$ cat config.mk
export PLATFORM = sky130hd
export DESIGN_NAME = row_skew_feeder
export DESIGN_NICKNAME = d
export VERILOG_FILES = /design/src/rtl/row_skew_feeder.sv
export SDC_FILE = /design/constraint.sdc
export NUM_CORES = 1
export LEC_CHECK = 0
export CAP_MARGIN = 20
export CORE_MARGIN = 1.5
export CORE_UTILIZATION = 51
export DETAILED_ROUTE_END_ITERATION = 16
export PLACE_DENSITY = 0.93
export SYNTH_ARGS = -nofsm -noshare
export SYNTH_HDL_FRONTEND = slang
export SYNTH_SLANG_ARGS = --single-unit
$ cat constraint.sdc
create_clock -name clk -period 41.4 [get_ports clk]
set_input_delay 12.42 -clock clk [delete_from_list [all_inputs] [get_ports clk]]
set_output_delay 12.42 -clock clk [all_outputs]
set_load 0.02 [all_outputs]
$ cat src/rtl/row_skew_feeder.sv
// Left-edge feeder for the PE systolic array: skews each accepted column vector so
// row r arrives r cycles after row 0, then drains zeros and pulses done.
module row_skew_feeder #(
  parameter int DATA_WIDTH = 32,
  parameter int NUM_ROWS   = 4
) (
  input  logic                           clk,
  input  logic                           reset,
  input  logic                           in_valid,
  output logic                           in_ready,
  input  logic [NUM_ROWS*DATA_WIDTH-1:0] in_data,
  input  logic                           in_last,
  output logic [NUM_ROWS*DATA_WIDTH-1:0] out_data,
  output logic [NUM_ROWS-1:0]            out_valid,
  output logic                           busy,
  output logic                           done
);

  localparam int CNT_W = (NUM_ROWS > 2) ? $clog2(NUM_ROWS) : 1;
  localparam logic [CNT_W-1:0] DRAIN_LOAD = CNT_W'(NUM_ROWS - 1);

  typedef enum logic [1:0] {
    IDLE  = 2'd0,
    FEED  = 2'd1,
    DRAIN = 2'd2
  } state_t;

  state_t           state_q, state_d;
  logic [CNT_W-1:0] cnt_q, cnt_d;
  logic             accept;

  assign accept = in_valid & in_ready;

  always_ff @(posedge clk or posedge reset) begin
    if (reset) begin
      state_q <= IDLE;
      cnt_q   <= '0;
    end else begin
      state_q <= state_d;
      cnt_q   <= cnt_d;
    end
  end

  always_comb begin
    state_d = state_q;
    cnt_d   = cnt_q;
    case (state_q)
      IDLE, FEED: begin
        if (accept) begin
          if (in_last) begin
            state_d = DRAIN;
            cnt_d   = DRAIN_LOAD;
          end else begin
            state_d = FEED;
          end
        end
      end
      DRAIN: begin
        if (cnt_q == '0) state_d = IDLE;
        else             cnt_d   = cnt_q - 1'b1;
      end
      default: state_d = IDLE;
    endcase
  end

  always_comb begin
    in_ready = (state_q == IDLE) || (state_q == FEED);
    busy     = (state_q != IDLE);
    done     = (state_q == DRAIN) && (cnt_q == '0);
  end

  // Lane r: delay line of depth r+1; a non-accept cycle injects a zero bubble.
  for (genvar r = 0; r < NUM_ROWS; r++) begin : g_lane
    localparam int DEPTH = r + 1;
    logic [DATA_WIDTH-1:0] data_p [DEPTH];
    logic                  vld_p  [DEPTH];

    always_ff @(posedge clk or posedge reset) begin
      if (reset) begin
        for (int s = 0; s < DEPTH; s++) begin
          data_p[s] <= '0;
          vld_p[s]  <= 1'b0;
        end
      end else begin
        data_p[0] <= accept ? in_data[r*DATA_WIDTH +: DATA_WIDTH] : '0;
        vld_p[0]  <= accept;
        for (int s = 1; s < DEPTH; s++) begin
          data_p[s] <= data_p[s-1];
          vld_p[s]  <= vld_p[s-1];
        end
      end
    end

    assign out_data[r*DATA_WIDTH +: DATA_WIDTH] = data_p[DEPTH-1];
    assign out_valid[r]                         = vld_p[DEPTH-1];
  end

endmodule

---- Word level (Yosys, flattened, before mapping) ----
Index checks and enable logic that the tools add are counted.
word-level totals
  register bits ........................... 328
  bits in latches ......................... 0
  RAM bits ................................ 0
  memory bits (read-only) ................. 0
  input port bits ......................... 132
  output and inout bits ................... 135
  logic and storage cells ................. 45
  memories ................................ 0
operators by class
  $add $sub $neg .......................... 1
  $mul .................................... 0
  divide/modulo/power cells ............... 0
  order comparisons ....................... 0
  equality and inequality tests ........... 6
  shifts and indexed selects .............. 0
  muxes and demuxes ....................... 12
  bitwise logic cells ..................... 1
  reductions and logical operators ........ 9
operators by type and width
  cell                                                   number
  two-way mux 32 bit                                     4
  two-way mux 2 bit                                      6
  case mux 2 bit (2 select lines)                        2
  inequality test 2 bit, second input constant           3
  zero test 2 bit                                        2
  AND reduction 4 bit                                    1
  nonzero test 2 bit                                     2
  equality test 2 x 1 -> 1 bit, second input constant    1
  equality test 2 bit, second input constant             1
  inequality test 2 x 1 -> 1 bit, second input constant  1
  AND reduction 2 bit                                    1
  OR reduction 2 bit                                     1
  subtractor 2 x 1 -> 2 bit, second input constant       1
  AND 1 bit                                              1
  logical AND 1 bit                                      1
  logical OR 1 bit                                       1

---- Longest topological paths before layout ----
Gate-level depths: netlist of the first run.
  word-level depth ........................ 5
  mapped depth ............................ 5
  mapped depth without buffers ............ 4

---- Worst setup path before layout of the first run ----
OpenSTA, ideal clock, no wires.
  kind .................................... reg-to-output
  start point ............................. reg cnt_q[0]
  end point ............................... out done
  arrival time ............................ 1.151 ns
  required time ........................... 28.980 ns
  slack ................................... 27.829 ns
  cell stages (with the launch flop) ...... 4
  path buffers ............................ 0
  cells stage by stage .................... dfrtp_1 -> inv_1 -> ha_1 -> nor3b_1
on the way
  longest elaborated chain between the ends .. 2
RTL lines
  what                      line  source
  start: declaration        29    logic [CNT_W-1:0] cnt_q, cnt_d;
  start signal: assignment  40    cnt_q <= cnt_d;
  zero test 2 bit           69    done = (state_q == DRAIN) && (cnt_q == '0);
  logical AND 1 bit         69
  end: declaration          16    output logic done
Every way passes these cells.

---- Worst setup path in the final report of the first run ----
  start point ............................. reg cnt_q[1]
  end point ............................... out done
The elaborated chain is that of the path after synthesis.

==> results by group, run 1 <==
Synthesis
  • Net count after synthesis: 721
  • Cell area after synthesis: 0.00997 mm2
  • Yosys warning count: 0
  • Flop and latch count out of synthesis: 328
  • Cell variety after synth: 19
  • Number of standard cells after synthesis: 588
  • Sequential-to-total area share from yosys stat: 0.823
  • Syn avg cell area: 17.0 um2

Pwr
  • Power density over the cells: 60.6 mW/mm2
  • Peak VDD IR: 0.0441 mV
  • Combinational fraction of design power: 0.150
  • Switching share of power: 0.240
  • Leakage power figure: 6.34 nW
  • Post-layout power: 805 uW
  • Switching power: 193 uW
  • Clock group share of total power: 0.369
  • Pint: 612 uW
  • Sequential power share: 0.480

Worst setup path
  • Worst Path Required: 28.98 ns
  • Endpoint class of the critical path: output port
  • Crit path arrival time: 2.00 ns
  • Peak fanout along the critical path: 5
  • Cell count of the worst reg-to-reg path: 3
  • CP startpoint kind: register
  • Critical Setup Path Class: reg -> out

Floorplan
  • Row cnt: 50
  • DIE WIDTH: 143 um
  • Height of the chip: 143 um
  • Ports placed on the boundary: 267
  • Area of the die: 0.0204 mm2
  • CORE AREA: 0.0190 mm2
  • Effective utilization at floorplan: 0.526

Routing
  • Remaining routing DRC violations: 0
  • Routed Antenna Nets: 0
  • Avg Vias per Cell: 4.25
  • Iteration-0 DRC Markers: 193
  • Vias post-DR: 4526
  • Sum of routed wire length over all layers: 17100 um
  • Pre-antenna DRT Iters: 6
  • Drt wl/cell: 16.1 um

Clocking
  • Clock latency reported for the late side of the worst-skew pair: 0.49 ns
  • Count of H-tree levels built during CTS: 2
  • TritonCTS clock tree: yes
  • Clock-pin transition on the worst setup and hold timing paths: 0.06 ns
  • PostCTS Resize Cnt: 0
  • Root Buffer: sky130_fd_sc_hd__clkbuf_16
  • Maximum clock insertion buffer count: 3
  • TritonCTS Sinks: 328
  • Post-CTS setup buffers: 0
  • TritonCTS Buffers: 34
  • Hold_buf cts: 0

Timing
  • Final Critical Period: 14.42 ns
  • Clock skew: 0.0123 ns
  • Tightest Pin Transition: 0.976 ns
  • Final Hold Fails: 0
  • Final Setup Violations: 0
  • Count of final max-slew check failures: 0
  • Setup repair after global routing missed its margin: false
  • Share of the cycle needed by the critical path after routing: 0.348
  • Post-Route Setup TNS: 0 ns
  • Max-slew headroom at the worst pin: 0.349
  • Maximum clock frequency: 69.3 MHz

Finish
  • Area growth syn-to-layout: 33.4%
  • Share of cells above drive strength 1: 0.0759
  • Sequential cell area in the final layout: 0.00821 mm2
  • Combined area of the multi-input logic cells: 926 um2
  • Most frequent cells in the layout: sky130_fd_sc_hd__dfrtp_1 (328), sky130_fd_sc_hd__clkdlybuf4s50_1 (266), sky130_fd_sc_hd__and2_1 (128), sky130_fd_sc_hd__clkbuf_16 (35), sky130_fd_sc_hd__clkinv_2 (8)
  • # nets final: 913
  • Layout filler cell count: 1194
  • Commonest non-fill, non-tap cell in the layout: sky130_fd_sc_hd__dfrtp_1

Flow run
  • Number of max-cap violations: 0

Outcome
  • Status: completed

Worst hold path
  • Hold-critical path depth: 0
  • Path type of the worst min-delay path: reg -> reg

Global routing
  • Global-route wire length before repair: 25700 um
  • Initial antenna violation count: 3
  • Largest net degree at the start of global routing: 182
  • Vias in the first global route: 4734
  • Total GRT Usage: 0.170
  • Residual overflow from global routing: 0

Placed design
  • DP Wirelength: 11300 um
  • Count of input and output buffers: 266
  • GP Congestion: 0.758
==> state kept, by name (all words and copies together), names as in the netlist <==
name and cells:
g_lane.data_p 224, out_data 96, g_lane.vld_p 3, cnt_q 2
state_q 2, out_valid 1
==> metal layers <==
metal	wire length, um	track usage	up-vias
met5	21	0	-
met4	419	0.0613	4
met3	1150	0.0547	36
met2	9040	0.290	169
met1	6460	0.202	2233
li1	-	-	2084
==> Yosys cell counts (all sizes together) <==
cell type	number	area, um2
nand3b	1	7.51
ha	1	12.5
buf	101	763
nor3b	1	7.51
inv	4	15.0
nor2	1	3.75
and2	128	801
a31oi	1	6.26
nand2	1	3.75
nor4bb	2	20.0
clkbuf	11	55.1
or3b	1	8.76
a211oi	3	22.5
dfrtp	328	8210
nor2b	2	20.0
or2	2	12.5
==> final timing paths <==
check                                     start                   end  slack, ns
max in group asynchronous                 reset          out_data[89]      27.36
setup reg to reg                     state_q[1]  g_lane[0].data_p[28]      39.24
setup / recovery                       cnt_q[1]                  done      26.98
min in group asynchronous                 reset          out_data[85]      12.56
hold reg to reg            g_lane[1].data_p[52]          out_data[52]       0.34
hold / removal             g_lane[1].data_p[52]          out_data[52]       0.34
==> area by class of cell <==
cell class / instances / share of cell area
clock inverters: 16 / 0.0129
diodes: 1 / 0.000188
well taps: 260 / 0.0245
repair buffers: 268 / 0.202
clock buffers: 44 / 0.0714
inverters: 4 / 0.00169
multi-input cells: 144 / 0.0696
flip-flops and latches: 328 / 0.617
==> stage by stage <==
| stage | hold slack [ns] | cells | utilization | worst slack, ns | instance area (um2) |
|---|---|---|---|---|---|
| after floorplan | 0.331 | 588 | - | 19.90 | 9970 |
| after global placement | 0.331 | 1004 | 0.642 | 26.75 | 12200 |
| after detailed placement | 0.335 | 1004 | 0.642 | 26.70 | 12200 |
| after CTS | 0.338 | 1064 | 0.701 | 26.94 | 13300 |
| after global routing | 0.342 | 1065 | 0.701 | 26.88 | 13300 |
| final | 0.337 | 1065 | 0.701 | 26.98 | 13300 |
==> kinds of logic (layout without fill, tap and decap cells) <==
family / after synthesis / after routing / synth area share
DFF: 328 / 328 / 0.823
and+or+nand+nor: 139 / 139 / 0.0888
buffers and inverters: 116 / 332 / 0.0836
AOI/OAI and AO/OA: 4 / 4 / 0.00289
adders and majority gates: 1 / 1 / 0.00126
other: 0 / 1 / 0
==> power by group through the flow <==
stage	Combinational [mW]	Clock, mW	Sequential (mW)
after detailed placement	0.123	0	0.393
after global routing	0.130	0.319	0.392
final	0.121	0.297	0.387
after CTS	0.124	0.305	0.388
after floorplan	0.0760	0	0.394
after global placement	0.120	0	0.389
==> worst max-delay path: stages (launching register included) <==
cell	delay (ns)
sky130_fd_sc_hd__dfrtp_1	0.40
sky130_fd_sc_hd__inv_1	0.06
sky130_fd_sc_hd__ha_1	0.21
sky130_fd_sc_hd__nor3b_1	0.21
sky130_fd_sc_hd__clkdlybuf4s50_1	0.63
Power figures use the tool's default switching activity.
==> run 2: changes to the inputs <==
--- a/config.mk
+++ b/config.mk
@@ -7,9 +7,9 @@
 export LEC_CHECK = 0
 export CAP_MARGIN = 20
 export CORE_MARGIN = 1.5
-export CORE_UTILIZATION = 51
+export CORE_UTILIZATION = 48
 export DETAILED_ROUTE_END_ITERATION = 16
-export PLACE_DENSITY = 0.93
+export PLACE_DENSITY = 0.88
 export SYNTH_ARGS = -nofsm -noshare
 export SYNTH_HDL_FRONTEND = slang
 export SYNTH_SLANG_ARGS = --single-unit
==> constraint.sdc (replaced) <==
create_clock -name clk -period 14.9 [get_ports clk]
set_input_delay 4.47 -clock clk [delete_from_list [all_inputs] [get_ports clk]]
set_output_delay 4.47 -clock clk [all_outputs]
set_load 0.02 [all_outputs]
==> results by group, run 2 (synthesis gave the netlist of run 1 again) <==
Outcome
  • Status: completed

Finish
  • Layout filler cell count: 1409
  • Most frequent cells in the layout: sky130_fd_sc_hd__dfrtp_1 (328), sky130_fd_sc_hd__clkdlybuf4s50_1 (266), sky130_fd_sc_hd__and2_1 (128), sky130_fd_sc_hd__clkbuf_16 (31)
  • Combined area of the multi-input logic cells: 926 um2
  • Total inserted antenna cells: 0
  • Max reg flops: 224
  • Sequential cell area in the final layout: 0.00821 mm2
  • Utilization after layout: 0.654
  • Commonest non-fill, non-tap cell in the layout: sky130_fd_sc_hd__dfrtp_1
  • Largest register by flop count: g_lane.data_p
  • Area growth syn-to-layout: 33.2%
  • Share of cells above drive strength 1: 0.0796
  • # nets final: 913

Clocking
  • TritonCTS Sinks: 328
  • Clock-pin transition on the worst setup and hold timing paths: 0.06 ns
  • Root Buffer: sky130_fd_sc_hd__clkbuf_16
  • Post-CTS setup buffers: 0
  • Count of H-tree levels built during CTS: 1
  • TritonCTS Buffers: 31
  • Clock latency reported for the late side of the worst-skew pair: 0.54 ns
  • Maximum clock insertion buffer count: 3
  • TritonCTS clock tree: yes
  • PostCTS Resize Cnt: 0
  • Hold_buf cts: 0

Routing
  • Vias post-DR: 4596
  • Avg Vias per Cell: 4.28
  • Iteration-0 DRC Markers: 109
  • Sum of routed wire length over all layers: 17200 um
  • Pre-antenna DRT Iters: 4
  • Drt wl/cell: 16.0 um
  • Routed Antenna Nets: 0
  • Remaining routing DRC violations: 0

Timing
  • Count of final max-slew check failures: 0
  • Post-Route Setup TNS: 0 ns
  • Setup repair after global routing missed its margin: false
  • Maximum clock frequency: 154 MHz
  • Clock skew: 0.0142 ns
  • Share of the cycle needed by the critical path after routing: 0.437
  • Max-slew headroom at the worst pin: 0.320
  • Final Hold Fails: 0
  • Tightest Pin Transition: 1.02 ns
  • Final Setup Violations: 0
  • Final Critical Period: 6.51 ns

Pwr
  • Switching power: 530 uW
  • Switching share of power: 0.241
  • Leakage power figure: 6.33 nW
  • Peak VDD IR: 0.139 mV
  • Pint: 1.67 mW
  • Sequential power share: 0.488
  • Combinational fraction of design power: 0.154
  • Clock group share of total power: 0.358
  • Power density over the cells: 166 mW/mm2

Placed design
  • DP Wirelength: 11400 um
  • GP Congestion: 0.728
  • Count of input and output buffers: 266

Floorplan
  • DIE WIDTH: 147 um
  • Area of the die: 0.0216 mm2
  • Ports placed on the boundary: 267
  • Height of the chip: 147 um
  • CORE AREA: 0.0203 mm2
  • Row cnt: 52
  • Effective utilization at floorplan: 0.491

Flow run
  • Number of max-cap violations: 0

Worst hold path
  • Hold endpoint: g_lane[3].data_p[93]
  • Worst hold path startpoint: g_lane[3].data_p[125]
  • Hold-critical path depth: 0
  • Path type of the worst min-delay path: reg -> reg

Worst setup path
  • Endpoint class of the critical path: output port
  • CP top delay family: buffers and inverters
  • Logic depth of the worst path, buffers included: 4
  • Worst R2R Setup Slack: 13.12 ns
  • Critical Setup Path Class: reg -> out
  • Cell count of the worst reg-to-reg path: 3
  • Cell with the largest stage delay on the worst path: sky130_fd_sc_hd__clkdlybuf4s50_1
  • Crit path arrival time: 2.04 ns
  • Delay of the slowest cell on the worst path: 0.63 ns
  • CP startpoint kind: register
  • Cells traversed along the worst timing path: inv_1 -> ha_1 -> nor3b_1 -> clkdlybuf4s50_1
  • Capture instance of the worst register-to-register path: g_lane[3].data_p[100]
  • Peak fanout along the critical path: 5
  • Startpoint of the worst register-to-register path: state_q[1]
  • Worst Path Required: 10.43 ns
  • WP buf/inv: 2

Global routing
  • Initial antenna violation count: 1
  • Total GRT Usage: 0.164
  • Residual overflow from global routing: 0
  • Largest net degree at the start of global routing: 130
  • Vias in the first global route: 5033
  • Global-route wire length before repair: 27300 um
[run 2: changes by cell type in the layout (fill, tap and decap cells not counted), sizes merged]
cell / delta
clkinv: +1
buf: +3
inv: -1
diode: -1
clkbuf: -3
[run 2: how the worst max path moves through the flow]
stage | start | end
5_1_grt | cnt_q[0] | done
3_3_place_gp | reset | g_lane[3].data_p[89]
3_5_place_dp | reset | cnt_q[1]
2_1_floorplan | reset | cnt_q[0]
4_1_cts | cnt_q[0] | done
6_report | cnt_q[1] | done
[run 2: metrics by stage]
| stage | instances | power (mW) | instance area (um2) | hold WS [ns] | setup WS (ns) |
|---|---|---|---|---|---|
| 2_1_floorplan | 588 | 1.31 | 9970 | 0.331 | 1.35 |
| 3_3_place_gp | 1016 | 1.41 | 12200 | 0.331 | 8.31 |
| 3_5_place_dp | 1016 | 1.43 | 12200 | 0.335 | 8.27 |
| 4_1_cts | 1073 | 2.23 | 13300 | 0.343 | 8.36 |
| 5_1_grt | 1074 | 2.30 | 13300 | 0.352 | 8.28 |
| 6_report | 1074 | 2.20 | 13300 | 0.344 | 8.39 |
[run 2: area by class of cell]
cell class	count	share of cell area
Multi-Input combinational cell	144	0.0697
Clock buffer	41	0.0673
Clock inverter	16	0.0129
Inverter	4	0.00170
Timing Repair Buffer	271	0.205
Sequential cell	328	0.618
Tap cell	270	0.0254
[run 2: power groups by stage]
stage | combinational, mW | clock [mW] | sequential (mW)
6_report | 0.339 | 0.787 | 1.07
3_3_place_gp | 0.334 | 0 | 1.08
5_1_grt | 0.363 | 0.852 | 1.09
4_1_cts | 0.345 | 0.812 | 1.08
2_1_floorplan | 0.211 | 0 | 1.09
3_5_place_dp | 0.343 | 0 | 1.09
[run 2: worst register-to-register path: stages, from the launching register on]
cell                      delay (ns)
sky130_fd_sc_hd__dfrtp_1        0.48
sky130_fd_sc_hd__nor2b_4        0.14
sky130_fd_sc_hd__buf_4          0.71
sky130_fd_sc_hd__and2_1         0.40
[run 2: layer usage]
metal  vias up  track usage  wire length [um]  share of wire
met5         -            0                13        0.00076
met4         2       0.0705               646          0.038
met3        49       0.0450              1270          0.074
met2       176        0.285              8960           0.52
met1      2284        0.192              6270           0.37
li1       2085            -                 -              -
